===== config.mk =====
export PLATFORM = sky130hd
export DESIGN_NAME = wave_display_multi
export DESIGN_NICKNAME = d
export VERILOG_FILES = /design/src/rtl/wave_display_multi.sv
export SDC_FILE = /design/constraint.sdc
export NUM_CORES = 1
export LEC_CHECK = 0
export CAP_MARGIN = 25
export CORE_MARGIN = 2
export CORE_UTILIZATION = 56
export CTS_CLUSTER_DIAMETER = 150
export DETAILED_ROUTE_END_ITERATION = 16
export HOLD_SLACK_MARGIN = 0.15
export PLACE_DENSITY = 0.86
export RECOVER_POWER = 25
export SETUP_SLACK_MARGIN = 0.4
export SLEW_MARGIN = 40
export SYNTH_ARGS = -nofsm -noshare
export SYNTH_HDL_FRONTEND = slang
export SYNTH_SLANG_ARGS = --single-unit

===== constraint.sdc =====
create_clock -name clk -period 8.05 [get_ports clk]
set_input_delay 0.805 -clock clk [delete_from_list [all_inputs] [get_ports clk]]
set_output_delay 0.805 -clock clk [all_outputs]
set_load 0.05 [all_outputs]

===== src/rtl/wave_display_multi.sv =====
// wave_display_multi: overlays up to CHANNELS sample traces, each in its own
// colour, in the 512x512 window (x 256..767, y 0..511) of a 1024x1024 raster.
// All channel RAMs share one read address {bank, x[8:1]}; the displayed bank
// only switches at the frame-start pixel so a half-drawn frame never tears.
// Pixel path: x/y/valid -> stage 1 (registered coordinate info) -> stage 2
// (sample compare, colour) -> r/g/b/valid_pixel, two edges, one pixel per clock.
// Optional build macro: WAVE_DISPLAY_MULTI_GRID_EN draws a grey 64-pixel grid
// behind the traces.

module wave_display_multi #(
  parameter int                     CHANNELS  = 2,
  parameter int                     SAMPLE_W  = 8,
  parameter logic [24*CHANNELS-1:0] CH_COLORS = {24'hFFFFFF, 24'h00FF00}
) (
  input  logic                         clk,
  input  logic                         reset_n,
  input  logic [10:0]                  x,
  input  logic [9:0]                   y,
  input  logic                         valid,
  input  logic                         read_index,
  input  logic [CHANNELS-1:0]          ch_enable,
  input  logic [CHANNELS*SAMPLE_W-1:0] read_value,
  output logic [8:0]                   read_address,
  output logic                         bank,
  output logic                         valid_pixel,
  output logic [7:0]                   r,
  output logic [7:0]                   g,
  output logic [7:0]                   b
);

  logic       in_win;
  logic [8:0] addr;

  logic       bank_q, bank_d;
  logic [8:0] addr_prev_q, addr_prev_d;

  logic       in_win_s1_q, in_win_s1_d;
  logic [7:0] y_s1_q, y_s1_d;
  logic       addr_change_s1_q, addr_change_s1_d;
  logic       line_start_s1_q, line_start_s1_d;
`ifdef WAVE_DISPLAY_MULTI_GRID_EN
  logic       grid_s1_q, grid_s1_d;
`endif

  logic [7:0] plot   [CHANNELS];
  logic [7:0] prev_q [CHANNELS];
  logic [7:0] prev_d [CHANNELS];
  logic [7:0] curr_q [CHANNELS];
  logic [7:0] curr_d [CHANNELS];
  logic [7:0] lo     [CHANNELS];
  logic [7:0] hi     [CHANNELS];
  logic [CHANNELS-1:0] hit;

  logic        valid_pixel_q, valid_pixel_d;
  logic [23:0] rgb_q, rgb_d;

  assign in_win       = valid && (x[9:8] == 2'b01 || x[9:8] == 2'b10) && !y[9];
  assign addr         = {bank_q, x[8:1]};
  assign read_address = addr;
  assign bank         = bank_q;
  assign valid_pixel  = valid_pixel_q;
  assign r            = rgb_q[23:16];
  assign g            = rgb_q[15:8];
  assign b            = rgb_q[7:0];

  // Latch the writer's finished bank only on the frame-start pixel.
  always_comb begin
    bank_d = bank_q;
    if (valid && x == 11'd0 && y == 10'd0) begin
      bank_d = read_index;
    end
  end

  // Stage 1: capture coordinate-derived flags alongside the RAM read.
  always_comb begin
    in_win_s1_d      = in_win;
    y_s1_d           = y[8:1];
    addr_change_s1_d = (addr != addr_prev_q);
    line_start_s1_d  = (x == 11'd256);
    addr_prev_d      = addr;
`ifdef WAVE_DISPLAY_MULTI_GRID_EN
    grid_s1_d        = (x[5:0] == 6'd0) || (y[5:0] == 6'd0);
`endif
  end

  // Flip each channel's top 8 bits so large samples land near the top row.
  always_comb begin
    for (int c = 0; c < CHANNELS; c++) begin
      plot[c] = 8'd255 - read_value[c*SAMPLE_W + (SAMPLE_W-8) +: 8];
    end
  end

  // Stage 2: advance each channel's sample pair and test the row against the
  // vertical span between the two (post-update) samples.
  always_comb begin
    hit = '0;
    for (int c = 0; c < CHANNELS; c++) begin
      prev_d[c] = prev_q[c];
      curr_d[c] = curr_q[c];
      if (line_start_s1_q) begin
        // first sample of a line stands alone; never join the last line's end
        prev_d[c] = plot[c];
        curr_d[c] = plot[c];
      end else if (addr_change_s1_q) begin
        prev_d[c] = curr_q[c];
        curr_d[c] = plot[c];
      end
      lo[c]  = (prev_d[c] < curr_d[c]) ? prev_d[c] : curr_d[c];
      hi[c]  = (prev_d[c] < curr_d[c]) ? curr_d[c] : prev_d[c];
      hit[c] = ch_enable[c] && in_win_s1_q &&
               (y_s1_q >= lo[c]) && (y_s1_q <= hi[c]);
    end
  end

  // Colour select: lowest-index hit channel wins; grid sits underneath traces.
  always_comb begin
    valid_pixel_d = in_win_s1_q;
    rgb_d         = 24'h000000;
`ifdef WAVE_DISPLAY_MULTI_GRID_EN
    if (in_win_s1_q && grid_s1_q) begin
      rgb_d = 24'h404040;
    end
`endif
    for (int c = CHANNELS-1; c >= 0; c--) begin
      if (hit[c]) begin
        rgb_d = CH_COLORS[c*24 +: 24];
      end
    end
  end

  // All pipeline state; reset flushes to black and returns to bank 0.
  always_ff @(posedge clk or negedge reset_n) begin
    if (!reset_n) begin
      bank_q           <= 1'b0;
      addr_prev_q      <= 9'd0;
      in_win_s1_q      <= 1'b0;
      y_s1_q           <= 8'd0;
      addr_change_s1_q <= 1'b0;
      line_start_s1_q  <= 1'b0;
`ifdef WAVE_DISPLAY_MULTI_GRID_EN
      grid_s1_q        <= 1'b0;
`endif
      for (int c = 0; c < CHANNELS; c++) begin
        prev_q[c] <= 8'd0;
        curr_q[c] <= 8'd0;
      end
      valid_pixel_q    <= 1'b0;
      rgb_q            <= 24'h000000;
    end else begin
      bank_q           <= bank_d;
      addr_prev_q      <= addr_prev_d;
      in_win_s1_q      <= in_win_s1_d;
      y_s1_q           <= y_s1_d;
      addr_change_s1_q <= addr_change_s1_d;
      line_start_s1_q  <= line_start_s1_d;
`ifdef WAVE_DISPLAY_MULTI_GRID_EN
      grid_s1_q        <= grid_s1_d;
`endif
      for (int c = 0; c < CHANNELS; c++) begin
        prev_q[c] <= prev_d[c];
        curr_q[c] <= curr_d[c];
      end
      valid_pixel_q    <= valid_pixel_d;
      rgb_q            <= rgb_d;
    end
  end

endmodule

# Yosys cells after proc, flatten, opt, wreduce, memory -nomap -nowiden

Cells that the tools add are included.

Flip-flop bits (word level): 78
Output and inout bits: 35

Add/subtract/negate cells: 2
Magnitude comparators: 6
Eq/ne operators: 4
Muxes and demuxes: 14
Reductions and logical operators: 14

Operator list:

| kind                                            | number |
|---|---|
| two-way mux 8 bit                               | 12 |
| two-way mux 24 bit                              | 2 |
| >= comparator 8 bit                             | 2 |
| less-or-equal comparator 8 bit                  | 2 |
| less-than comparator 8 bit                      | 2 |
| subtractor 8 bit (first input constant)         | 2 |
| == test 11 x 9 -> 1 bit (second input constant) | 1 |
| logical NOT 11 bit                              | 1 |
| logical AND 1 bit                               | 10 |
| logical NOT 10 bit                              | 1 |
| inequality test 9 bit                           | 1 |
| == test 2 x 1 -> 1 bit (second input constant)  | 1 |
| == test 2 bit (second input constant)           | 1 |
| logical NOT 1 bit                               | 1 |
| logical OR 1 bit                                | 1 |

# Logic depth before layout (Yosys ltp)

Depth in word-level cells: 10
Gate-level depth with buffers: 22
Mapped depth without buffers: 18

# Least setup slack after synthesis

No wires, ideal clock.

Path type: register to register
From: register line_start_s1_q
To: register rgb_q[15]
Setup time: 68 ps
Arrival time: 3956 ps
Data required time: 7982 ps
Path slack: 4026 ps
Cell stages (with the launch flop): 22
Path buffers: 4
Cell sequence: dfrtp_1 > clkbuf_1 > or2_1 > buf_2 > clkbuf_1 > nor2_1 > a21oi_1 > inv_1 > ha_1 > a21o_1 > a21oi_1 > a21oi_2 > a211oi_4 > buf_8 > mux2i_1 > ha_1 > nand2_1 > o21ai_0 > a41o_1 > nand3_1 > nor4_1 > nand2b_1

RTL lines:

| element                  | line | text |
|---|---|---|
| start: declaration       | 40   | `logic line_start_s1_q, line_start_s1_d;` |
| start signal: assignment | 155  | `line_start_s1_q <= line_start_s1_d;` |
| end signal: assignment   | 164  | `rgb_q <= rgb_d;` |
| end: declaration         | 55   | `logic [23:0] rgb_q, rgb_d;` |

==> flow_summary_export.csv <==
group,metric,value,unit
synthesis,yosysSeqAreaShare,36.8,%
cts,cts_tree,"yes",
synthesis,syn_area_per_cell,9.80,µm²
synthesis,synth_enable_flop_cells,0,
cells_and_area,final_layout_size_suffix_gt1_share,5.09,%
global_route,grt_pass1_vias,2979,
die,die-width,86.4,µm
sta,worst_slew_pin_slew,2.89,ns
synthesis,syn_nets,478,
sta,clock.fmax,0.214,GHz
cts,cts.htree.levels,2,
routing,postRouteAntennaNets,0,
place,portBuffers,77,
cells_and_area,fin_cells,512,
routing,drc,0,
cts,clkSinkCount,56,
synthesis,synthTopCellsByCount,"dfrtp_1, a21oi_1, ha_1, buf_4, mux2i_1",
power,p_total,667,µW
die,initial_core_util,56.9,%
worst_setup_path,cp.required,8.30,ns
synthesis,synth_cells,388,
sta,tns,0,ns
cts,numCtsBuffers,5,
die,die_y,86.4,µm
synthesis,synth_top_area_share,36.8,%
sta,fin_crit_sh,58.1,%
worst_setup_path,reg2reg_slack,3.38,ns
place,routabilityCongestion,0.870,
worst_setup_path,arrival,4.93,ns
place,placedCellCount,504,
synthesis,synth_seq_cells,56,
synthesis,ys_warn_count,0,
global_route,grt_max_degree,57,
cells_and_area,n_antenna_cell,0,
global_route,grt_pass1_wl,13700,µm
sta,min_period,4.67,ns
worst_setup_path,worst_setup_path_end_kind,"flip-flop",
routing,wl_per_cell,16.0,µm
sta,slew_violations,57,
routing,routed_wl,8210,µm
die,dieArea,0.00747,mm²
power,p_per_area,149,mW/mm²
synthesis,synth-main-ff-cell,"dfrtp_1",
routing,num_vias,2963,
cts,ctsHoldBuffers,0,
global_route,antenna_found_initial,0,
place,place_ws,3.45,ns
cts,worstSkewPairLatency,0.32,ns
power,p_leak,0.00207,µW
cts,clk_pin_slew,0.11,ns
power,peakVddDrop,0.000110,V
cts,cts_root_buffer,"clkbuf_8",
cells_and_area,synthToLayoutAreaGrowth,17.7,%
die,core-area,0.00668,mm²
run,cap_violations,1,
global_route,grt_use_total,23.4,%
cells_and_area,fin_util,67.0,%
cts,cts.repair.resized,0,
synthesis,ys_types,44,
synthesis,synth-async-reset-ratio,100,%
outcome,violations,"capacitance limit, slew limit",
synthesis,synth_area_leaders,"dfrtp_1, ha_1, mux2i_1",
synthesis,syn_area,0.00380,mm²
worst_setup_path,critical_path_class,"flip-flop to flip-flop",
synthesis,synth_top_area_cell,"dfrtp_1",
sta,setup_viol,0,
die,rows,30,
worst_hold_path,min_path_type,"flip-flop to flip-flop",
die,ios,78,
routing,viasPerCell,5.79,
sta,hold_violations,0,
cells_and_area,fill_cells,512,
sta,finClkSkew,0.0138,ns
place,hpwl,6380,µm
sta,rsz0062_at_grt,"false",
worst_setup_path,cp_max_fo,36,
cts,cts_setup_buffers,0,
routing,dr.pass1.iters,4,
outcome,status,"finished, violations left",
routing,drt_iter0_drc,167,
cells_and_area,nets,521,
cts,clockBufferDepth,2,
global_route,grt_overflow,0,
sta,fin_ws,3.38,ns
synthesis,synth_most_common_cell,"dfrtp_1",
worst_setup_path,start_kind,"flip-flop",
sta,slew-limit-headroom,-93.0,%
-- worst max-delay path, cell delays in order, from the launching register on --
cell and delay (ns):
dfrtp_1 0.34, buf_4 0.33, or2_2 0.55, nor2_1 0.09
a21oi_1 0.33, inv_1 0.09, ha_1 0.33, a21o_1 0.16
a21oi_1 0.18, a21oi_2 0.09, a211oi_4 0.44, buf_6 0.23
mux2i_1 0.10, ha_1 0.35, nand2_1 0.05, o21ai_0 0.24
a41o_1 0.13, nand3_1 0.07, nor4_1 0.33, nand2b_1 0.15
-- final timing paths --
check,startpoint,depth (start not counted),to
min in group asynchronous,reset_n,2,addr_prev_q[6]
max in group asynchronous,reset_n,2,curr_q[9]
max,addr_change_s1_q,19,rgb_q[15]
min reg2reg,in_win_s1_q,0,valid_pixel
min,in_win_s1_q,0,valid_pixel
max reg2reg,addr_change_s1_q,19,rgb_q[15]
-- cells by family (layout without fill, tap and decap cells) --
kind of cell	after synthesis	after routing	synth area share (%)
simple gates	80	80	10.9
buf+inv	67	111	10.4
mux	34	34	9.08
xor+xnor	9	9	2.07
flops	56	56	36.8
compound gates	95	95	15.2
fa+ha+maj	47	47	15.5
-- sequential cells by signal, summed over array words and instances, names as in the netlist --
signal,flops
rgb_q,2
curr_q,16
addr_prev_q,9
valid_pixel,1
y_s1_q,8
prev_q,16
addr_change_s1_q,1
bank,1
line_start_s1_q,1
in_win_s1_q,1
-- area by class of cell --
type	count	area (µm²)	share of cell area, %
sequential	56	1400	31.3
clock inverter	3	22.5	0.503
multi-input combinational	265	2010	44.8
clock buffer	5	68.8	1.54
inverter	22	82.6	1.84
tap	80	100	2.24
timing repair buffer	81	796	17.8
-- cells in the final DEF (no fill, tap or decap), types with 2 or more instances in the layout --
cell type        count
mux2i_1             30
nand2b_1             3
dfrtp_1             56
o21ai_0             13
and2_1               2
nor2b_1             15
a21o_1               4
nor3_1               3
o2111ai_1            2
clkbuf_8             5
nor4_1               5
xor2_1               7
o22ai_1              2
a211oi_1            15
xnor2_1              2
clkdlybuf4s50_1     60
dlygate4sd3_1       16
nand3_1              5
mux2_2               4
inv_1               22
a21oi_1             49
nand2_1             11
ha_1                47
nor2_1              25
nand4_1              4
buf_4                2
-- metal layers --
| metal | wire [µm] | up-vias | track usage, % |
|---|---|---|---|
| li1 | - | 1437 | - |
| met1 | 3730 | 1411 | 31.7 |
| met2 | 3910 | 101 | 39.0 |
| met3 | 406 | 14 | 3.90 |
| met4 | 164 | 0 | 6.39 |
| met5 | 0 | - | 0 |
-- power by group --
group          switching [µW]  internal [µW]  total (µW)
combinational             112           89.9         202
clock                    97.1           62.6         160
sequential               10.0            295         305
total                     219            448         667
-- stage by stage --
step / cell area, µm² / hold slack (ns)
CTS: 4480 / 0.448
floorplan: 3800 / 0.374
global route: 4480 / 0.467
detailed placement: 4390 / 0.419
finish: 4480 / 0.444
global placement: 4380 / 0.435
No activity file was read; power rests on OpenSTA's default activity.
